## src/rtl/fp16_to_int16_converter_if.sv

```systemverilog
// -----------------------------------------------------------------------------
// fp16_to_int16_converter_if
// Handshake bundle between the FP result bus, the fp16 -> int16 converter and
// the integer writeback.
//   x         fp16 operand {sign, exp[4:0], mant[9:0]}
//   in_valid  operand present
//   in_ready  converter can accept an operand
//   r         signed 16-bit integer result
//   out_valid result and flags valid
//   out_ready consumer accepts the result
//   invalid   NaN, infinity or out-of-range operand (result saturated)
//   inexact   a nonzero fraction was discarded by rounding
// The converter uses the slave modport; the producer/consumer side uses master.
// -----------------------------------------------------------------------------
interface fp16_to_int16_converter_if;
    logic        [15:0] x;
    logic               in_valid;
    logic               in_ready;
    logic signed [15:0] r;
    logic               out_valid;
    logic               out_ready;
    logic               invalid;
    logic               inexact;

    modport slave (
        input  x, in_valid, out_ready,
        output in_ready, r, out_valid, invalid, inexact
    );

    modport master (
        output x, in_valid, out_ready,
        input  in_ready, r, out_valid, invalid, inexact
    );
endinterface

```

## src/rtl/fp16_to_int16_converter.sv

```systemverilog
// -----------------------------------------------------------------------------
// fp16_to_int16_converter
// Iterative half-precision float to 16-bit two's-complement integer converter
// with round-to-nearest-even. One shift bit per cycle keeps the datapath small.
// Ports:
//   clk    rising-edge clock
//   rst_n  asynchronous active-low reset
//   bus    fp16_to_int16_converter_if.slave (x/in_valid/in_ready on the input
//          side, r/out_valid/out_ready/invalid/inexact on the output side)
// Parameters:
//   MAX_RSHIFT  cap on right-shift iterations (beyond it only sticky would
//               change, and the magnitude is already zero); must be <= 31.
// -----------------------------------------------------------------------------
module fp16_to_int16_converter #(
    parameter int MAX_RSHIFT = 12
) (
    input  logic                         clk,
    input  logic                         rst_n,
    fp16_to_int16_converter_if.slave     bus
);

    typedef enum logic [1:0] {
        IDLE  = 2'd0,
        SHIFT = 2'd1,
        ROUND = 2'd2,
        DONE  = 2'd3
    } state_t;

    localparam logic [4:0] RSHIFT_CAP = 5'(MAX_RSHIFT);
    // Exponent at which the 11-bit significand {1,mant} is already an integer.
    localparam logic [4:0] UNITY_EXP  = 5'd25;

    state_t             state;
    logic        [15:0] mag;
    logic               guard;
    logic               sticky;
    logic               sign;
    logic               shift_left;
    logic        [4:0]  cnt;
    logic signed [15:0] r_q;
    logic               out_valid_q;
    logic               invalid_q;
    logic               inexact_q;

    logic        [4:0]  x_exp;
    logic        [9:0]  x_mant;
    logic        [4:0]  rshift_raw;

    assign x_exp      = bus.x[14:10];
    assign x_mant     = bus.x[9:0];
    assign rshift_raw = UNITY_EXP - x_exp;

    // Round-to-nearest-even increment of the shifted magnitude.
    function automatic logic [15:0] round_rne(input logic [15:0] m,
                                              input logic        g,
                                              input logic        s);
        return m + {15'd0, g & (s | m[0])};
    endfunction

    // Saturated result for out-of-range operands of the given sign.
    function automatic logic signed [15:0] saturate(input logic neg);
        return neg ? 16'sh8000 : 16'sh7FFF;
    endfunction

    // Magnitude is always < 2^15 here, so negation cannot wrap.
    function automatic logic signed [15:0] apply_sign(input logic        neg,
                                                      input logic [15:0] m);
        return neg ? -signed'(m) : signed'(m);
    endfunction

    assign bus.in_ready  = (state == IDLE);
    assign bus.r         = r_q;
    assign bus.out_valid = out_valid_q;
    assign bus.invalid   = invalid_q;
    assign bus.inexact   = inexact_q;

    always_ff @(posedge clk or negedge rst_n) begin
        if (!rst_n) begin
            state       <= IDLE;
            mag         <= '0;
            guard       <= 1'b0;
            sticky      <= 1'b0;
            sign        <= 1'b0;
            shift_left  <= 1'b0;
            cnt         <= '0;
            r_q         <= '0;
            out_valid_q <= 1'b0;
            invalid_q   <= 1'b0;
            inexact_q   <= 1'b0;
        end else begin
            case (state)
                IDLE: begin
                    if (bus.in_valid) begin
                        sign   <= bus.x[15];
                        mag    <= {5'd0, 1'b1, x_mant};
                        guard  <= 1'b0;
                        sticky <= 1'b0;
                        if (x_exp == 5'd31) begin
                            // NaN saturates positive; infinities follow their sign.
                            r_q         <= (x_mant != 10'd0) ? 16'sh7FFF : saturate(bus.x[15]);
                            invalid_q   <= 1'b1;
                            inexact_q   <= 1'b0;
                            out_valid_q <= 1'b1;
                            state       <= DONE;
                        end else if (x_exp == 5'd30) begin
                            // -32768 is the only representable value in this binade.
                            r_q         <= saturate(bus.x[15]);
                            invalid_q   <= !(bus.x[15] && (x_mant == 10'd0));
                            inexact_q   <= 1'b0;
                            out_valid_q <= 1'b1;
                            state       <= DONE;
                        end else if (x_exp == 5'd0) begin
                            r_q         <= '0;
                            invalid_q   <= 1'b0;
                            inexact_q   <= (x_mant != 10'd0);
                            out_valid_q <= 1'b1;
                            state       <= DONE;
                        end else if (x_exp == UNITY_EXP) begin
                            shift_left <= 1'b0;
                            cnt        <= '0;
                            state      <= ROUND;
                        end else if (x_exp > UNITY_EXP) begin
                            shift_left <= 1'b1;
                            cnt        <= x_exp - UNITY_EXP;
                            state      <= SHIFT;
                        end else begin
                            shift_left <= 1'b0;
                            cnt        <= (rshift_raw > RSHIFT_CAP) ? RSHIFT_CAP : rshift_raw;
                            state      <= SHIFT;
                        end
                    end
                end

                SHIFT: begin
                    if (shift_left) begin
                        mag <= {mag[14:0], 1'b0};
                    end else begin
                        sticky <= sticky | guard;
                        guard  <= mag[0];
                        mag    <= {1'b0, mag[15:1]};
                    end
                    cnt <= cnt - 5'd1;
                    if (cnt == 5'd1) begin
                        state <= ROUND;
                    end
                end

                ROUND: begin
                    mag         <= round_rne(mag, guard, sticky);
                    r_q         <= apply_sign(sign, round_rne(mag, guard, sticky));
                    inexact_q   <= guard | sticky;
                    invalid_q   <= 1'b0;
                    out_valid_q <= 1'b1;
                    state       <= DONE;
                end

                DONE: begin
                    if (bus.out_ready) begin
                        out_valid_q <= 1'b0;
                        invalid_q   <= 1'b0;
                        inexact_q   <= 1'b0;
                        state       <= IDLE;
                    end
                end

                default: state <= IDLE;
            endcase
        end
    end

endmodule
```

## src/flat_wrapper.sv

```systemverilog
// flat-port wrapper written by rule: the top's interface ports become plain ports
module fp16_to_int16_converter_flat 
#(
    parameter int MAX_RSHIFT = 12
)
  (clk, rst_n, bus_x, bus_in_valid, bus_out_ready, bus_in_ready, bus_r, bus_out_valid, bus_invalid, bus_inexact);
  fp16_to_int16_converter_if bus_i ();
  input  logic clk;
  input  logic rst_n;
  input wire logic [$bits(bus_i.x)-1:0] bus_x;
  input wire logic [$bits(bus_i.in_valid)-1:0] bus_in_valid;
  input wire logic [$bits(bus_i.out_ready)-1:0] bus_out_ready;
  output wire logic [$bits(bus_i.in_ready)-1:0] bus_in_ready;
  output wire logic [$bits(bus_i.r)-1:0] bus_r;
  output wire logic [$bits(bus_i.out_valid)-1:0] bus_out_valid;
  output wire logic [$bits(bus_i.invalid)-1:0] bus_invalid;
  output wire logic [$bits(bus_i.inexact)-1:0] bus_inexact;
  assign bus_i.x = bus_x;
  assign bus_i.in_valid = bus_in_valid;
  assign bus_i.out_ready = bus_out_ready;
  assign bus_in_ready = bus_i.in_ready;
  assign bus_r = bus_i.r;
  assign bus_out_valid = bus_i.out_valid;
  assign bus_invalid = bus_i.invalid;
  assign bus_inexact = bus_i.inexact;
  fp16_to_int16_converter #(.MAX_RSHIFT(MAX_RSHIFT)) u_core (.clk(clk), .rst_n(rst_n), .bus(bus_i));
endmodule
```

## config.mk

```make
export PLATFORM = sky130hd
export DESIGN_NAME = fp16_to_int16_converter_flat
export DESIGN_NICKNAME = d
export VERILOG_FILES = /design/src/rtl/fp16_to_int16_converter_if.sv /design/src/rtl/fp16_to_int16_converter.sv /design/src/flat_wrapper.sv
export SDC_FILE = /design/constraint.sdc
export NUM_CORES = 1
export LEC_CHECK = 0
export ABC_AREA = 1
export CORE_MARGIN = 3
export CORE_UTILIZATION = 57
export DETAILED_ROUTE_END_ITERATION = 6
export MAX_ROUTING_LAYER = met4
export PLACE_DENSITY = 0.81
export SETUP_SLACK_MARGIN = 0.1
export SYNTH_ARGS = -nofsm -noshare
export SYNTH_HDL_FRONTEND = slang
export SYNTH_SLANG_ARGS = --single-unit
```

## constraint.sdc

```tcl
create_clock -name clk -period 3.2 [get_ports clk]
set_input_delay 0.64 -clock clk [delete_from_list [all_inputs] [get_ports clk]]
set_output_delay 0.64 -clock clk [all_outputs]
set_load 0.02 [all_outputs]
```

==> summary.md, run 1 <==
| Metric | Value |
|---|---|
| Clock transition at the registers of the reported paths | `0.09 ns` |
| Setup Total Neg Slack | `0 ns` |
| Min cycle time layout | `about 2.7 ns` |
| Sequential area share after synthesis | `0.3167` |
| Largest area contributor in the netlist | `dfrtp_1` |
| Congestion Overflow GR | `0` |
| Crit path launch | `bus_x[10]` |
| Worst Path Required | `3.41 ns` |
| Reg area | `0.001151 sq mm` |
| Share of post-route cells with drive strength above 1 | `0.08142` |
| Vias in the first global route | `3,696` |
| Ports | `40` |
| RD Place Congestion | `0.9099` |
| Hold Path Cell Cnt | `2` |
| R2R Path Start | `u_core.mag[0]` |
| CTS tree | `built` |
| Met3 wire len | `637 microns` |
| Detailed placer's ending HPWL | `7834 microns` |
| Count leader, synth | `nand2_1` |
| Area of the multi-input gates | `0.002177 sq mm` |
| Power per Cell Area | `1004 mW/mm^2` |
| Die Height | `85.86 microns` |
| Final Hold Fails | `0` |
| H-tree levels | `2` |
| Synth top cells by count | `nand2_1 (116), inv_1 (60), nor2_1 (49), nand3_1 (47), dfrtp_1 (46)` |
| Initial Util | `0.5997` |
| Root Buffer | `clkbuf_8` |
| CORE AREA | `0.006061 sq mm` |
| Hold path start | `u_core.bus.r[9]` |
| Vias per cell | `5.944` |
| Syn Nets | `564` |
| Reg-to-reg slack, setup | `0.47 ns` |
| Area of the mapped netlist | `0.003635 sq mm` |
| Average wire per standard cell | `about 16 microns` |
| Diode count | `0` |
| Hold endpoint | `u_core.bus.r[9]` |
| Layout Nets | `602` |
| Period utilisation layout | `0.8573` |
| Routed via count | `3,804` |
| Routed length on met1 | `~4300 microns` |
| Clock sink total | `46` |
| CP Launch Type | `input port` |
| Async SR Flop Fraction | `1.000` |
| Area grow syn2layout | `15.53%` |
| F_max | `approximately 0.36 GHz` |
| Worst slew margin | `0.3007` |
| R2R depth | `15` |
| Main synth FF type | `dfrtp_1` |
| Hold buffers post-CTS | `0` |
| Met2 WL | `4943 microns` |
| CP max FO | `17` |
| Top Layer Used | `met4` |
| CP arrival | `roughly 3.0 ns` |
| Min Hold Slack | `between 0.5 and 0.6 ns` |
| FP Rows | `28` |
| First-pass GRT wire length | `approximately 17,000 microns` |
| IO Port Bufs | `39` |
| Post-layout util | `0.6928` |
| Antenna viol nets, final | `0` |
| Outcome | `completed` |
| Total power | `4.214 mW` |
| Worst-Skew Late Latency | `0.31 ns` |
| Crit. End Element | `flop` |
| Die X | `85.86 microns` |
| Total CTS buffers | `5` |
| Max VDD drop | `0.0006481 V` |
| Post_cts resized | `0` |
| EDFF count, synth | `0` |
| Clk_skew | `roughly 0.0089 ns` |
| Worst slew pin tran | `~1.0 ns` |
| Top cell type's share of synthesized area | `0.3167` |
| Initial antenna violation count | `0` |
| Path type of the worst setup path | `input port to flop` |
| Worst hold path type | `flop to flop` |
| Flops & latches, synth | `between 40 and 50` |
| Post-CTS setup buffer count | `0` |
| Synth area leaders | `dfrtp_1 (32%), nand2_1 (12%), nand3_1 (6.5%), ha_1 (6.2%), inv_1 (6.2%)` |
| Synth warn | `0` |
| FILL cells | `between 500 and 600` |
| Global Route Usage Sum | `0.3024` |
| RSZ-0062 raised after global routing | `no` |
| DRT iter0 DRCs | `roughly 270` |
| Cell leakage power | `1.872 nW` |
| Die Area | `0.007371 sq mm` |
| Largest net degree at the start of global routing | `47` |
| Longest Clk Path Bufs | `2` |
| # setup viols final | `0` |
| MaxCap Viol Count | `0` |
| DRC Markers | `0` |
| Critical R2R Capture | `u_core.bus.r[14]` |
| Avg Inst Size Synth | `6.910 sq um` |
| Post-Syn Instances | `526` |
| Unique cell type count in the Yosys netlist | `40` |
| WL final | `approximately 10,000 microns` |
| Slew Viols, Final | `0` |
| Drt pass-1 iters | `7` |
[layer usage]
metal / vias to the layer above / global-route usage
met5: - / -
met2: 126 / 0.5007
met1: 1794 / 0.3673
met4: 0 / 0.1151
met3: 32 / 0.05476
li1: 1852 / -
[per-stage QoR]
step	cell area, sq um	setup slack, ns	cells
2_1_floorplan	3635	1.019	526
3_3_place_gp	4093	0.2989	632
3_5_place_dp	4093	0.1643	632
4_1_cts	4199	0.4874	640
5_1_grt	4199	0.2335	640
6_report	4199	0.4568	640
[worst max-delay path by stage]
stage,to,slack (ns)
floorplan,u_core.bus.r[10],1.02
global placement,u_core.bus.r[15],0.30
detailed placement,u_core.bus.r[14],0.16
CTS,u_core.bus.r[14],0.49
global route,u_core.bus.r[14],0.23
finish,u_core.bus.r[14],0.46
[layout by cell type (no fill, tap or decap), drive strengths merged, types with 2 or more instances in the layout]
| cell | Yosys | layout |
|---|---|---|
| nand2 | 129 | 129 |
| inv | 64 | 64 |
| nor2 | 58 | 58 |
| nand3 | 47 | 47 |
| dfrtp | 46 | 46 |
| o21ai | 42 | 42 |
| clkdlybuf4s50 | 0 | 38 |
| a21oi | 28 | 28 |
| ha | 18 | 18 |
| nand4 | 16 | 16 |
| o211ai | 11 | 11 |
| o22ai | 9 | 9 |
| a22oi | 7 | 7 |
| clkbuf | 7 | 7 |
| buf | 6 | 6 |
| or2 | 5 | 5 |
| xor2 | 4 | 4 |
| a31oi | 4 | 4 |
| o221ai | 4 | 4 |
| o31ai | 4 | 4 |
| nor3 | 3 | 3 |
| xnor2 | 3 | 3 |
| clkinv | 2 | 2 |
| o21bai | 2 | 2 |
[worst max-delay path, cell delays in order]
cell and delay [ns]:
clkdlybuf4s50_1 0.55, inv_1 0.12, ha_1 0.22, a31oi_1 0.27
nand2_1 0.15, a22oi_1 0.24, inv_1 0.29, or2_2 0.35
nand2_1 0.07, inv_1 0.04
[state kept, by name, summed over array words and instances (netlist names)]
name and cells:
u_core.bus.inexact 1, u_core.bus.invalid 1, u_core.bus.out_valid 1, u_core.bus.r 16, u_core.cnt 5, u_core.guard 1, u_core.mag 16, u_core.shift_left 1
u_core.sign 1, u_core.state 2, u_core.sticky 1
[where the power goes]
part           leakage (nW)  switching, mW  internal (mW)
combinational          1.25           1.67          0.981
clock                0.0524          0.208          0.234
sequential            0.567          0.269          0.854
total                  1.87           2.15           2.07
[cell families after synthesis]
kind of cell             synth area share
XOR/XNOR                          0.01687
adder cells (fa/ha/maj)           0.06196
flip-flops                         0.3167
AND/OR/NAND/NOR                    0.3253
buffers and inverters             0.08434
AO/OA/AOI/OAI                      0.1948
[cell type report]
class | instances | share of cell area
multi-input cells | 401 | 0.5185
clock buffers | 7 | 0.01818
well taps | 75 | 0.02235
clock inverters | 1 | 0.007151
inverters | 66 | 0.05900
flip-flops and latches | 46 | 0.2741
repair buffers | 44 | 0.1007
Power figures use the tool's default switching activity.
==> inputs of run 2 (changes only) <==
Settings changed: CORE_ASPECT_RATIO set to 0.75.
==> run 2 against run 1 <==
  * The flow now finishes with violations (design-rule violations)
  * Clock power is essentially flat
  * Die area up 0.13%
  * Final cell count increased by 0.63%
  * Via count grew 0.76%
  * Non-clock buffer count up 1
  * Critical endpoint is now u_core.bus.r[10]
==> summary.md, run 2 (synthesized netlist as in run 1, its figures left out) <==
| Metric | Value |
|---|---|
| Outcome | `finished with violations` |
| Failing checks | `design-rule violations` |
| Worst-Skew Late Latency | `roughly 0.30 ns` |
| Min cycle time layout | `2.768 ns` |
| Ports | `40` |
| DRC Markers | `1` |
| Buffers plus inverters on the worst setup path | `3` |
| Die Height | `75.16 microns` |
| Area of the multi-input gates | `0.002180 sq mm` |
| IO Port Bufs | `39` |
| Clock sink total | `46` |
| CP arrival | `2.97 ns` |
| Setup Total Neg Slack | `0 ns` |
| Net Sw Power | `2.145 mW` |
| # setup viols final | `0` |
| Initial antenna violation count | `0` |
| Cell leakage power | `about 1.9 nW` |
| Hold buffers post-CTS | `0` |
| Share of post-route cells with drive strength above 1 | `0.08481` |
| Initial Util | `0.6082` |
| RSZ-0062 raised after global routing | `no` |
| Area after DPL | `approximately 0.004 sq mm` |
| Max VDD drop | `roughly 0.00067 V` |
| Root Buffer | `clkbuf_8` |
| Worst hold path type | `flop to flop` |
| Most common cell after layout, fill and taps aside | `nand2_1` |
| Period utilisation layout | `0.8650` |
| Antenna viol nets, final | `0` |
| Worst slew margin | `0.2668` |
| Layout Nets | `603` |
| FP Rows | `24` |
| Slew Viols, Final | `0` |
| Worst Path Required | `about 3.4 ns` |
| MaxCap Viol Count | `0` |
| Average wire per standard cell | `approximately 16 microns` |
| Worst slew pin tran | `1.100 ns` |
| Vias per cell | `5.952` |
| Path type of the worst setup path | `flop to flop` |
| Congestion Overflow GR | `0` |
| Drt pass-1 iters | `7` |
| Clock network fraction of design power | `0.105` |
| Routed via count | `3,833` |
| CP Launch Type | `flop` |
| Reg area | `0.001151 sq mm` |
| Power per Cell Area | `1001 mW/mm^2` |
| WL final | `10,130 microns` |
| Die Area | `~0.0074 sq mm` |
| Final Hold Fails | `0` |
| Critical Path Max Stage Delay | `about 0.41 ns` |
| H-tree levels | `2` |
| Sequential fraction of design power | `0.267` |
| Crit-path cells | `inv_1, a21oi_1, ha_1, ha_1, nand2_2, nor2_4, nand2_2, nand2_4, inv_2, nor2_4, nand2_1, nor2_2, nand2_1, nand4_1, nand3_1, nand2_1, inv_1` |
| CORE AREA | `~0.006 sq mm` |
| Post-CTS setup buffer count | `0` |
| RD Place Congestion | `0.9671` |
| CP max FO | `7` |
| Clk_skew | `0.007713 ns` |
| Longest Clk Path Bufs | `2` |
| Global Route Usage Sum | `0.2960` |
| Vias in the first global route | `3,567` |
| Crit. End Element | `flop` |
| Largest net degree at the start of global routing | `47` |
| Family with the most delay on the worst path | `simple AND/OR/NAND/NOR gates` |
| Net Sw Frac | `0.5087` |
| FILL cells | `roughly 520` |
| Diode count | `0` |
| Combinational Power Share | `0.628` |
| Area grow syn2layout | `15.90%` |
| Most frequent cells in the layout | `nand2_1 (116), inv_1 (60), nor2_1 (48)` |
| Finished Cell Area | `0.004213 sq mm` |
| Max stage delay cell, worst path | `dfrtp_1` |
| Die X | `98.21 microns` |
| Total CTS buffers | `5` |
| Most used cell along the critical path | `nand2_1` |
| DRT iter0 DRCs | `371` |
| CTS tree | `built` |
| Clock transition at the registers of the reported paths | `0.09 ns` |
| Detailed placer's ending HPWL | `just under 8000 microns` |
| Internal Power | `2.072 mW` |
| First-pass GRT wire length | `17,020 microns` |
| F_max | `0.3613 GHz` |
[run 2: cell count changes in the layout (fill, tap and decap cells not counted), sizes merged]
cell and change:
buf +1
[run 2: per-stage QoR]
| step | instances | worst slack, ns | power, mW | hold WS (ns) | util |
|---|---|---|---|---|---|
| 6_report | 644 | 0.4320 | 4.217 | 0.4978 | 0.7050 |
| 5_1_grt | 644 | 0.1865 | 4.591 | 0.5376 | 0.7050 |
| 4_1_cts | 644 | 0.4774 | 4.188 | 0.5006 | 0.7046 |
| 3_5_place_dp | 636 | 0.3340 | 3.736 | 0.4781 | 0.6868 |
| 3_3_place_gp | 636 | 0.3996 | 3.657 | 0.4762 | 0.6868 |
| 2_1_floorplan | 526 | 1.019 | 2.921 | 0.3444 | - |
[run 2: worst register-to-register path, stage by stage, from the launching register on]
cell and delay, ns:
dfrtp_1 0.41, inv_1 0.08, a21oi_1 0.17, ha_1 0.23, ha_1 0.38, nand2_2 0.13
nor2_4 0.22, nand2_2 0.09, nand2_4 0.10, inv_2 0.06, nor2_4 0.11, nand2_1 0.09
nor2_2 0.17, nand2_1 0.12, nand4_1 0.09, nand3_1 0.09, nand2_1 0.09, inv_1 0.04
[run 2: repair_timing]
item                                    CTS  global route
endpoints found under the hold margin     0             0
endpoints found under the setup margin    0             1
resized for setup                         0             1
[run 2: cell type report]
class / instances / share of cell area
multi-input combinational: 401 / 0.5174
sequential: 46 / 0.2732
timing repair buffer: 45 / 0.1022
inverter: 66 / 0.05881
tap: 78 / 0.02317
clock buffer: 7 / 0.01812
clock inverter: 1 / 0.007128
[run 2: worst paths after layout]
path	startpoint	to	slack (ns)	depth (start not counted)
max in group asynchronous	rst_n	u_core.bus.r[13]	1.99	1
min in group asynchronous	rst_n	u_core.cnt[2]	0.54	1
hold / removal	u_core.bus.r[9]	u_core.bus.r[9]	0.50	2
hold reg to reg	u_core.bus.r[9]	u_core.bus.r[9]	0.50	2
setup / recovery	u_core.mag[0]	u_core.bus.r[10]	0.43	17
setup reg to reg	u_core.mag[0]	u_core.bus.r[10]	0.43	17
[run 2: routing by layer]
| metal | up-vias | wire length, microns | track usage |
|---|---|---|---|
| li1 | 1863 | - | - |
| met1 | 1756 | 4640 | 0.4060 |
| met2 | 198 | 4338 | 0.4457 |
| met3 | 16 | 1043 | 0.07130 |
| met4 | 0 | 104 | 0.07424 |
| met5 | - | 0 | - |
[run 2: power by group through the flow]
stage          Sequential (mW)  Combinational (mW)  Clock (mW)
2_1_floorplan             1.19                1.73           0
3_3_place_gp              1.12                2.53           0
3_5_place_dp              1.13                2.61           0
4_1_cts                   1.12                2.62       0.445
5_1_grt                   1.17                2.96       0.467
6_report                  1.13                2.65       0.442
